==> src/rtl/core101_pkg.sv <==
// Shared core definitions: machine word width, fetch entry layout and the NOP encoding.
package core101_pkg;

    localparam int XLEN = 32;

    // addi x0, x0, 0
    localparam logic [XLEN-1:0] NOP = 32'h0000_0013;

    typedef struct packed {
        logic [XLEN-1:0] pc;
        logic [XLEN-1:0] instr;
    } fetch_entry_t;

endpackage

==> src/rtl/fetch_buffer_mem.sv <==
// Fetch buffer storage: DEPTH words of {pc, instr}, synchronous write, asynchronous read, no reset.
module fetch_buffer_mem
    import core101_pkg::*;
#(
    parameter int DATA_WIDTH = XLEN,
    parameter int DEPTH      = 4,
    parameter int PTR_WIDTH  = 2
) (
    input  logic                    clock_in,
    input  logic                    write_en,
    input  logic [PTR_WIDTH-1:0]    write_addr,
    input  logic [2*DATA_WIDTH-1:0] write_data,
    input  logic [PTR_WIDTH-1:0]    read_addr,
    output logic [2*DATA_WIDTH-1:0] read_data
);

    logic [2*DATA_WIDTH-1:0] mem_reg [DEPTH];

    always_ff @(posedge clock_in) begin
        if (write_en) begin
            mem_reg[write_addr] <= write_data;
        end
    end

    // Combinational read keeps the head visible the cycle after it is written.
    assign read_data = mem_reg[read_addr];

endmodule

==> src/rtl/fetch_buffer.sv <==
// Instruction fetch buffer between instruction memory and decode (first-word fall-through FIFO).
// Optional macro FETCH_BUFFER_BYPASS_EN lets a push into an empty buffer reach the outputs directly.
module fetch_buffer
    import core101_pkg::*;
#(
    parameter int DATA_WIDTH = XLEN,
    parameter int DEPTH      = 4,
    parameter int PTR_WIDTH  = 2
) (
    input  logic                  clock_in,
    input  logic                  reset_in,
    input  logic                  push_in,
    input  logic [DATA_WIDTH-1:0] pc_in,
    input  logic [DATA_WIDTH-1:0] instr_in,
    input  logic                  pop_in,
    input  logic                  flush_in,
    output logic                  valid_out,
    output logic [DATA_WIDTH-1:0] pc_out,
    output logic [DATA_WIDTH-1:0] instr_out,
    output logic                  full_out,
    output logic                  empty_out,
    output logic [PTR_WIDTH:0]    count_out
);

    localparam logic [PTR_WIDTH:0] FULL_COUNT = (PTR_WIDTH + 1)'(DEPTH);

    logic [PTR_WIDTH-1:0]    rd_ptr_reg;
    logic [PTR_WIDTH-1:0]    wr_ptr_reg;
    logic [PTR_WIDTH:0]      count_reg;
    logic                    empty;
    logic                    full;
    logic                    bypass_show;
    logic                    bypass_take;
    logic                    push_ok;
    logic                    pop_ok;
    logic [2*DATA_WIDTH-1:0] head_data;

    assign empty = (count_reg == '0);
    assign full  = (count_reg == FULL_COUNT);

`ifdef FETCH_BUFFER_BYPASS_EN
    assign bypass_show = empty & push_in & ~flush_in;
`else
    assign bypass_show = 1'b0;
`endif

    // A bypassed word popped in the same cycle is consumed and never stored.
    assign bypass_take = bypass_show & pop_in;
    assign push_ok     = push_in & ~full & ~bypass_take;
    assign pop_ok      = pop_in & ~empty;

    always_ff @(posedge clock_in) begin
        if (reset_in || flush_in) begin
            rd_ptr_reg <= '0;
            wr_ptr_reg <= '0;
            count_reg  <= '0;
        end else begin
            if (push_ok) begin
                wr_ptr_reg <= wr_ptr_reg + PTR_WIDTH'(1);
            end
            if (pop_ok) begin
                rd_ptr_reg <= rd_ptr_reg + PTR_WIDTH'(1);
            end
            case ({push_ok, pop_ok})
                2'b10:   count_reg <= count_reg + (PTR_WIDTH + 1)'(1);
                2'b01:   count_reg <= count_reg - (PTR_WIDTH + 1)'(1);
                default: count_reg <= count_reg;
            endcase
        end
    end

    fetch_buffer_mem #(
        .DATA_WIDTH (DATA_WIDTH),
        .DEPTH      (DEPTH),
        .PTR_WIDTH  (PTR_WIDTH)
    ) u_mem (
        .clock_in   (clock_in),
        .write_en   (push_ok & ~flush_in & ~reset_in),
        .write_addr (wr_ptr_reg),
        .write_data ({pc_in, instr_in}),
        .read_addr  (rd_ptr_reg),
        .read_data  (head_data)
    );

    // Storage is never reset, so the head word is masked whenever nothing is valid.
    always_comb begin
        pc_out    = '0;
        instr_out = '0;
        if (!empty) begin
            pc_out    = head_data[2*DATA_WIDTH-1:DATA_WIDTH];
            instr_out = head_data[DATA_WIDTH-1:0];
        end else if (bypass_show) begin
            pc_out    = pc_in;
            instr_out = instr_in;
        end
    end

    assign valid_out = ~empty | bypass_show;
    assign full_out  = full;
    assign empty_out = empty;
    assign count_out = count_reg;

endmodule
==> config.mk <==
export PLATFORM = sky130hd
export DESIGN_NAME = fetch_buffer
export DESIGN_NICKNAME = d
export VERILOG_FILES = /design/src/rtl/core101_pkg.sv /design/src/rtl/fetch_buffer_mem.sv /design/src/rtl/fetch_buffer.sv
export SDC_FILE = /design/constraint.sdc
export NUM_CORES = 1
export LEC_CHECK = 0
export ABC_AREA = 0
export CAP_MARGIN = 30
export CORE_ASPECT_RATIO = 1.2
export CORE_UTILIZATION = 30
export CTS_CLUSTER_SIZE = 12
export DETAILED_ROUTE_END_ITERATION = 8
export GPL_TIMING_DRIVEN = 0
export PLACE_DENSITY = 0.52
export SLEW_MARGIN = 5
export SYNTH_ARGS = -nofsm -noshare
export SYNTH_HDL_FRONTEND = slang
export SYNTH_SLANG_ARGS = --single-unit
==> constraint.sdc <==
create_clock -name clock_in -period 2.9 [get_ports clock_in]
set_clock_uncertainty 0.2 [all_clocks]
set_input_delay 0.29 -clock clock_in [delete_from_list [all_inputs] [get_ports clock_in]]
set_output_delay 0.29 -clock clock_in [all_outputs]
set_load 0.01 [all_outputs]
==> flow_metrics.tcl, run 1 <==
set metrics [dict create \
    status "completed" \
    cts_sinks 265 \
    grt_pass1_vias 5346 \
    ys_ff_latch 265 \
    ir_drop_uv 415 \
    synth_edf_count 256 \
    vias 4870 \
    grt_max_degree 42 \
    design_area_um2 13100 \
    drive_gt1_frac 0.191 \
    start_util 0.307 \
    endpoint_kind "output port" \
    period_needed_ns 2.77 \
    synth_top_area_frac 0.752 \
    p_total_mw 8.03 \
    rows 73 \
    yosysTopAreaCell "edfxtp_1" \
    dpl_cell_area_um2 12300 \
    worst_pin_slew_ns 0.566 \
    die_w_um 171 \
    critPathLaunchType "flop" \
    critPathMaxFanout 10 \
    slew_headroom 0.623 \
    cts_buffers 28 \
    seq_area_frac_synth 0.770 \
    syn_inst 461 \
    post_cts_buffers 0 \
    h-tree-depth 1 \
    hpwl_um 12700 \
    grt.overflow.total 0 \
    maxCapViolations 0 \
    p_per_area_nw_per_um2 613 \
    core_um2 33300 \
    synth_nets 536 \
    drt_first_pass_iters 4 \
    antenna_found_initial 1 \
    hp-class "in2reg" \
    report.final.slew_viol_count 0 \
    gp_congestion 0.701 \
    leakage_nw 4.41 \
    viasPerCell 4.45 \
    cts_tree "yes" \
    multiInputGateArea_um2 2150 \
    fin_nets 708 \
    ys_warn_count 0 \
    grt_pass1_wl_um 30600 \
    path_clk_slew_ns 0.06 \
    finalSetupViolCount 0 \
    die_h_um 204 \
    cts_root_buf "clkbuf_16" \
    wl_per_cell_um 18.7 \
    hold_viol_final 0 \
    synthFlopType "edfxtp_1" \
    worstSetupPathType "reg2out" \
    drt_iter0_drc 219 \
    syn_area_um2 10200 \
    ios 139 \
    die-area_um2 34800 \
    timing.final.crit_share 0.956 \
    syn2layout_area_growth_pct 28.3 \
    rsz0062_at_grt "no" \
    fmax_mhz 361 \
    crit_arrival_ns 2.28 \
    synth_cell_types 27 \
    wl_um 20400 \
    drtAntennaViolNets 0 \
    required_ns 2.41 \
    clk_path_buf_depth 3 \
    route.detailed.drc 0 \
    syn_area_per_cell_um2 22.2 \
    nFillCells 3021 \
    clock_latency_ns 0.52 \
    seqCellArea_um2 7870 \
    largest_reg_flops 256 \
    portBuffers 138 \
    async_flop_share 0 \
    n_antenna_cell 0 \
    track_usage 0.119 \
    synth.area.top_cells "edfxtp_1, mux4_2, and2_1" \
]
-- worst paths after layout --
path	startpoint	endpoint	slack (ns)	depth (start not counted)
max	flop	pc_out[31]	0.13	4
min	pc_in[11]	u_mem.mem_reg[2][43]$_DFFE_PP_	0.18	1
max reg2reg	count_out[2]$_SDFFE_PP0P_	count_out[2]$_SDFFE_PP0P_	0.24	9
min reg2reg	rd_ptr_reg[1]$_SDFFE_PP0P_	flop	0.29	2
-- per-layer routing --
metal  wire, um  track usage  share of wire  vias up
met3       1080       0.0265          0.053       41
met2      10800        0.218           0.53      107
li1           -            -              -     2215
met5          0            0              0        -
met1       8070        0.136           0.40     2507
met4        462       0.0354          0.023        0
-- repair_timing --
action,4_1_cts,5_1_grt
hold buffers,0,0
endpoints found under the hold margin,0,0
cloned,0,0
resized for setup,79,2
endpoints found under the setup margin,64,2
pin swaps,0,0
-- cell usage in the layout (no fill, tap or decap), drive strengths merged, types with 3 or more instances in the layout --
cell type,Yosys,layout
dlygate4sd2,0,60
buf,14,18
or3,3,3
clkbuf,8,41
edfxtp,256,256
and2,66,66
clkdlybuf4s50,0,76
and3,4,4
o21ai,4,4
ha,5,5
inv,8,9
clkinv,0,5
mux4,64,64
nor2,4,4
a21oi,4,4
dfxtp,9,9
-- cell type report --
class,instances,share of cell area
multi-input cells,166,0.164
inverters,8,0.00229
well taps,450,0.0429
plain buffers,22,0.0185
repair buffers,142,0.108
clock inverters,9,0.00735
flip-flops and latches,265,0.600
clock buffers,33,0.0565
-- Yosys cell counts, types with 3 or more instances --
library cell    n
inv_1           8
a21oi_1         4
edfxtp_1      256
nor2_1          4
o21ai_0         4
and2_1         66
mux4_2         60
clkbuf_1        7
buf_2           7
and3_1          4
dfxtp_1         9
ha_1            5
buf_12          6
or3_1           3
mux4_1          4
-- power breakdown --
group / switching, mW / leakage (nW) / internal [mW]
registers: 0.0104 / 2.39 / 4.24
logic: 0.215 / 1.62 / 0.246
clock network: 1.36 / 0.405 / 1.96
total: 1.58 / 4.41 / 6.45
-- cells by family (layout without fill, tap and decap cells) --
logic type               Yosys count  count (layout)  synth area share
flip-flops                       265             265             0.770
AND/OR/NAND/NOR                   84              84            0.0503
AO/OA/AOI/OAI                     10              10           0.00539
adder cells (fa/ha/maj)            6               6           0.00808
buffers and inverters             30             214            0.0223
multiplexers                      64              64             0.142
XOR/XNOR                           2               2           0.00171
-- per-stage QoR --
| stage | TNS (ns) | utilization | hold slack (ns) | cells | worst slack, ns |
|---|---|---|---|---|---|
| final | 0 | 0.393 | 0.182 | 1095 | 0.127 |
| after global routing | 0 | 0.393 | 0.171 | 1095 | 0.00557 |
| after CTS | 0 | 0.393 | 0.154 | 1095 | 0.0360 |
| after detailed placement | 0 | 0.369 | 0.283 | 1053 | 0.0858 |
| after global placement | -105.66 | 0.365 | 0.279 | 1049 | -0.420 |
| after floorplan | 0 | - | 0.189 | 461 | 0.421 |
-- critical path, stage by stage (launching register included) --
cell and delay, ns:
dfxtp_1 0.35, buf_12 0.18, mux4_1 0.55, and2_1 0.17
clkdlybuf4s50_1 0.51
No activity file was read; power rests on OpenSTA's default activity.
==> run 2: changes to the inputs <==
PLACE_DENSITY = 0.5   (was 0.52)
clock period = 2.6 ns   (was 2.9 ns; I/O delays follow)
==> run 2 against run 1 <==
  * Largest cell class unchanged
  * Sequential power grew 12%
  * Highest routed layer is now met5
  * Routed wire length grew 6.3%
  * Setup slack lost 0.086 ns
==> flow_metrics.tcl, run 2 (synthesis gave the netlist of run 1 again) <==
set metrics [dict create \
    status "completed" \
    cts_tree "yes" \
    die_w_um 171 \
    gp_congestion 0.711 \
    grt_pass1_vias 5689 \
    ir_drop_uv 390 \
    dp_slack_ns -0.311 \
    wl_um 21700 \
    rsz0062_at_grt "yes" \
    clock_latency_ns 0.53 \
    period_needed_ns 2.56 \
    finalSetupTns_ns 0 \
    die-area_um2 34800 \
    min-delay-start "pc_in[2]" \
    grt_max_degree 49 \
    worstRegToRegCells 9 \
    portBuffers 138 \
    finalWorstSetupSlack_ns 0.0406 \
    slew_headroom 0.621 \
    p_sw_mw 1.79 \
    hold_viol_final 0 \
    track_usage 0.128 \
    layout_commonest_cell "edfxtp_1" \
    required_ns 2.14 \
    report.final.slew_viol_count 0 \
    finalSetupViolCount 0 \
    viasPerCell 4.49 \
    rr_startpoint "count_out[1]$_SDFFE_PP0P_" \
    maxCapViolations 0 \
    drt_iter0_drc 193 \
    drtAntennaViolNets 0 \
    leakage_nw 4.57 \
    largest_reg_flops 256 \
    timing.rr.end "count_out[2]$_SDFFE_PP0P_" \
    p_per_area_nw_per_um2 658 \
    critPathMaxFanout 6 \
    p_comb_frac 0.071 \
    rrSetupSlack_ns 0.12 \
    cts_sinks 265 \
    drt_first_pass_iters 4 \
    power.internal_mw 7.21 \
    ctsHoldBuffers 0 \
    hpwl_um 13000 \
    wl_per_cell_um 19.2 \
    timing.final.crit_share 0.984 \
    whs_path_depth 1 \
    dp.cells 1053 \
    rows 73 \
    nFillCells 2983 \
    path_clk_slew_ns 0.06 \
    die_h_um 204 \
    hp-class "in2reg" \
    crit_arrival_ns 2.10 \
    vias 5090 \
    fmax_mhz 391 \
    worst_pin_slew_ns 0.568 \
    critPathLaunchType "flop" \
    stdcell_count 1133 \
    h-tree-depth 1 \
    fin_nets 740 \
    power_frac_clock 0.403 \
    clk_path_buf_depth 3 \
    p_sw_frac 0.199 \
    grt.overflow.total 0 \
    cts_root_buf "clkbuf_16" \
    endpoint_kind "output port" \
    ios 139 \
    grt_pass1_wl_um 33200 \
    p_total_mw 9.01 \
    start_util 0.307 \
    drive_gt1_frac 0.394 \
    whs_endpoint "u_mem.mem_reg[2][34]$_DFFE_PP_" \
    cts_buffers 28 \
    antenna_found_initial 1 \
    seqPwrFrac 0.526 \
    syn2layout_area_growth_pct 33.8 \
    worstSetupPathType "reg2out" \
    final_cell_mix "edfxtp_1, clkdlybuf4s50_1, mux4_2, buf_6, and2_4" \
    core_um2 33300 \
    route.detailed.drc 0 \
]
[run 2: changes by cell type in the layout (fill, tap and decap cells not counted), sizes merged]
cell / delta
inv: -1
clkinv: +3
dlygate4sd2: -60
clkinvlp: -1
clkdlybuf4s50: -2
dlymetal6s2s: -2
buf: +94
bufinv: -1
diode: +1
clkbuf: +7
[run 2: final cells by class]
type / instances / area (um2) / area share
Inverter: 8 / 30.0 / 0.00220
Multi-Input combinational cell: 166 / 2270 / 0.166
Timing Repair Buffer: 174 / 1830 / 0.134
Sequential cell: 265 / 7870 / 0.576
Antenna cell: 1 / 2.50 / 0.000183
Buffer: 22 / 282 / 0.0206
Clock inverter: 9 / 67.6 / 0.00494
Clock buffer: 38 / 759 / 0.0555
Tap cell: 450 / 563 / 0.0412
[run 2: per-layer routing]
layer | wire length (um) | vias to the layer above | share of wire | GRT usage
li1 | - | 2280 | - | -
met1 | 8490 | 2659 | 0.39 | 0.147
met2 | 11600 | 113 | 0.53 | 0.239
met3 | 1220 | 36 | 0.056 | 0.0287
met4 | 378 | 2 | 0.017 | 0.0319
met5 | 11 | - | 0.00051 | 0
[run 2: metrics by stage]
stage / cell area [um2] / util / hold slack, ns
finish: 13700 / 0.410 / 0.161
global route: 13700 / 0.410 / 0.144
CTS: 13500 / 0.405 / 0.130
detailed placement: 12300 / 0.369 / 0.298
global placement: 12200 / 0.365 / 0.281
floorplan: 10200 / - / 0.159
[run 2: timing repair]
| item | CTS | global route |
|---|---|---|
| resized for setup | 344 | 56 |
| setup endpoints to repair | 66 | 54 |
| cloned | 3 | 0 |
| setup buffers | 28 | 2 |
| pin swaps | 13 | 16 |
[run 2: worst max path at each step]
stage / endpoint / slack [ns] / cells past startpoint / from
2_1_floorplan: count_out[2]$_SDFFE_PP0P_ / 0.12 / 9 / count_out[2]$_SDFFE_PP0P_
4_1_cts: pc_out[3] / -0.07 / 7 / flop
6_report: instr_out[0] / 0.04 / 6 / flop
3_5_place_dp: instr_out[1] / -0.31 / 5 / count_out[0]$_SDFFE_PP0P_
5_1_grt: instr_out[0] / -0.04 / 6 / flop
3_3_place_gp: u_mem.mem_reg[3][48]$_DFFE_PP_ / -0.70 / 3 / flush_in
[run 2: power groups by stage]
stage,Sequential (mW),Clock (mW),Combinational (mW)
4_1_cts,4.74,3.75,0.611
3_5_place_dp,4.83,0,0.565
6_report,4.74,3.63,0.636
5_1_grt,4.74,3.89,0.688
3_3_place_gp,4.83,0,0.546
2_1_floorplan,4.83,0,0.213
[run 2: worst max-delay path, stage by stage, from the launching register on]
cell	delay (ns)
dfxtp_4	0.38
buf_12	0.16
buf_12	0.13
buf_12	0.10
mux4_2	0.50
and2_4	0.18
buf_6	0.11
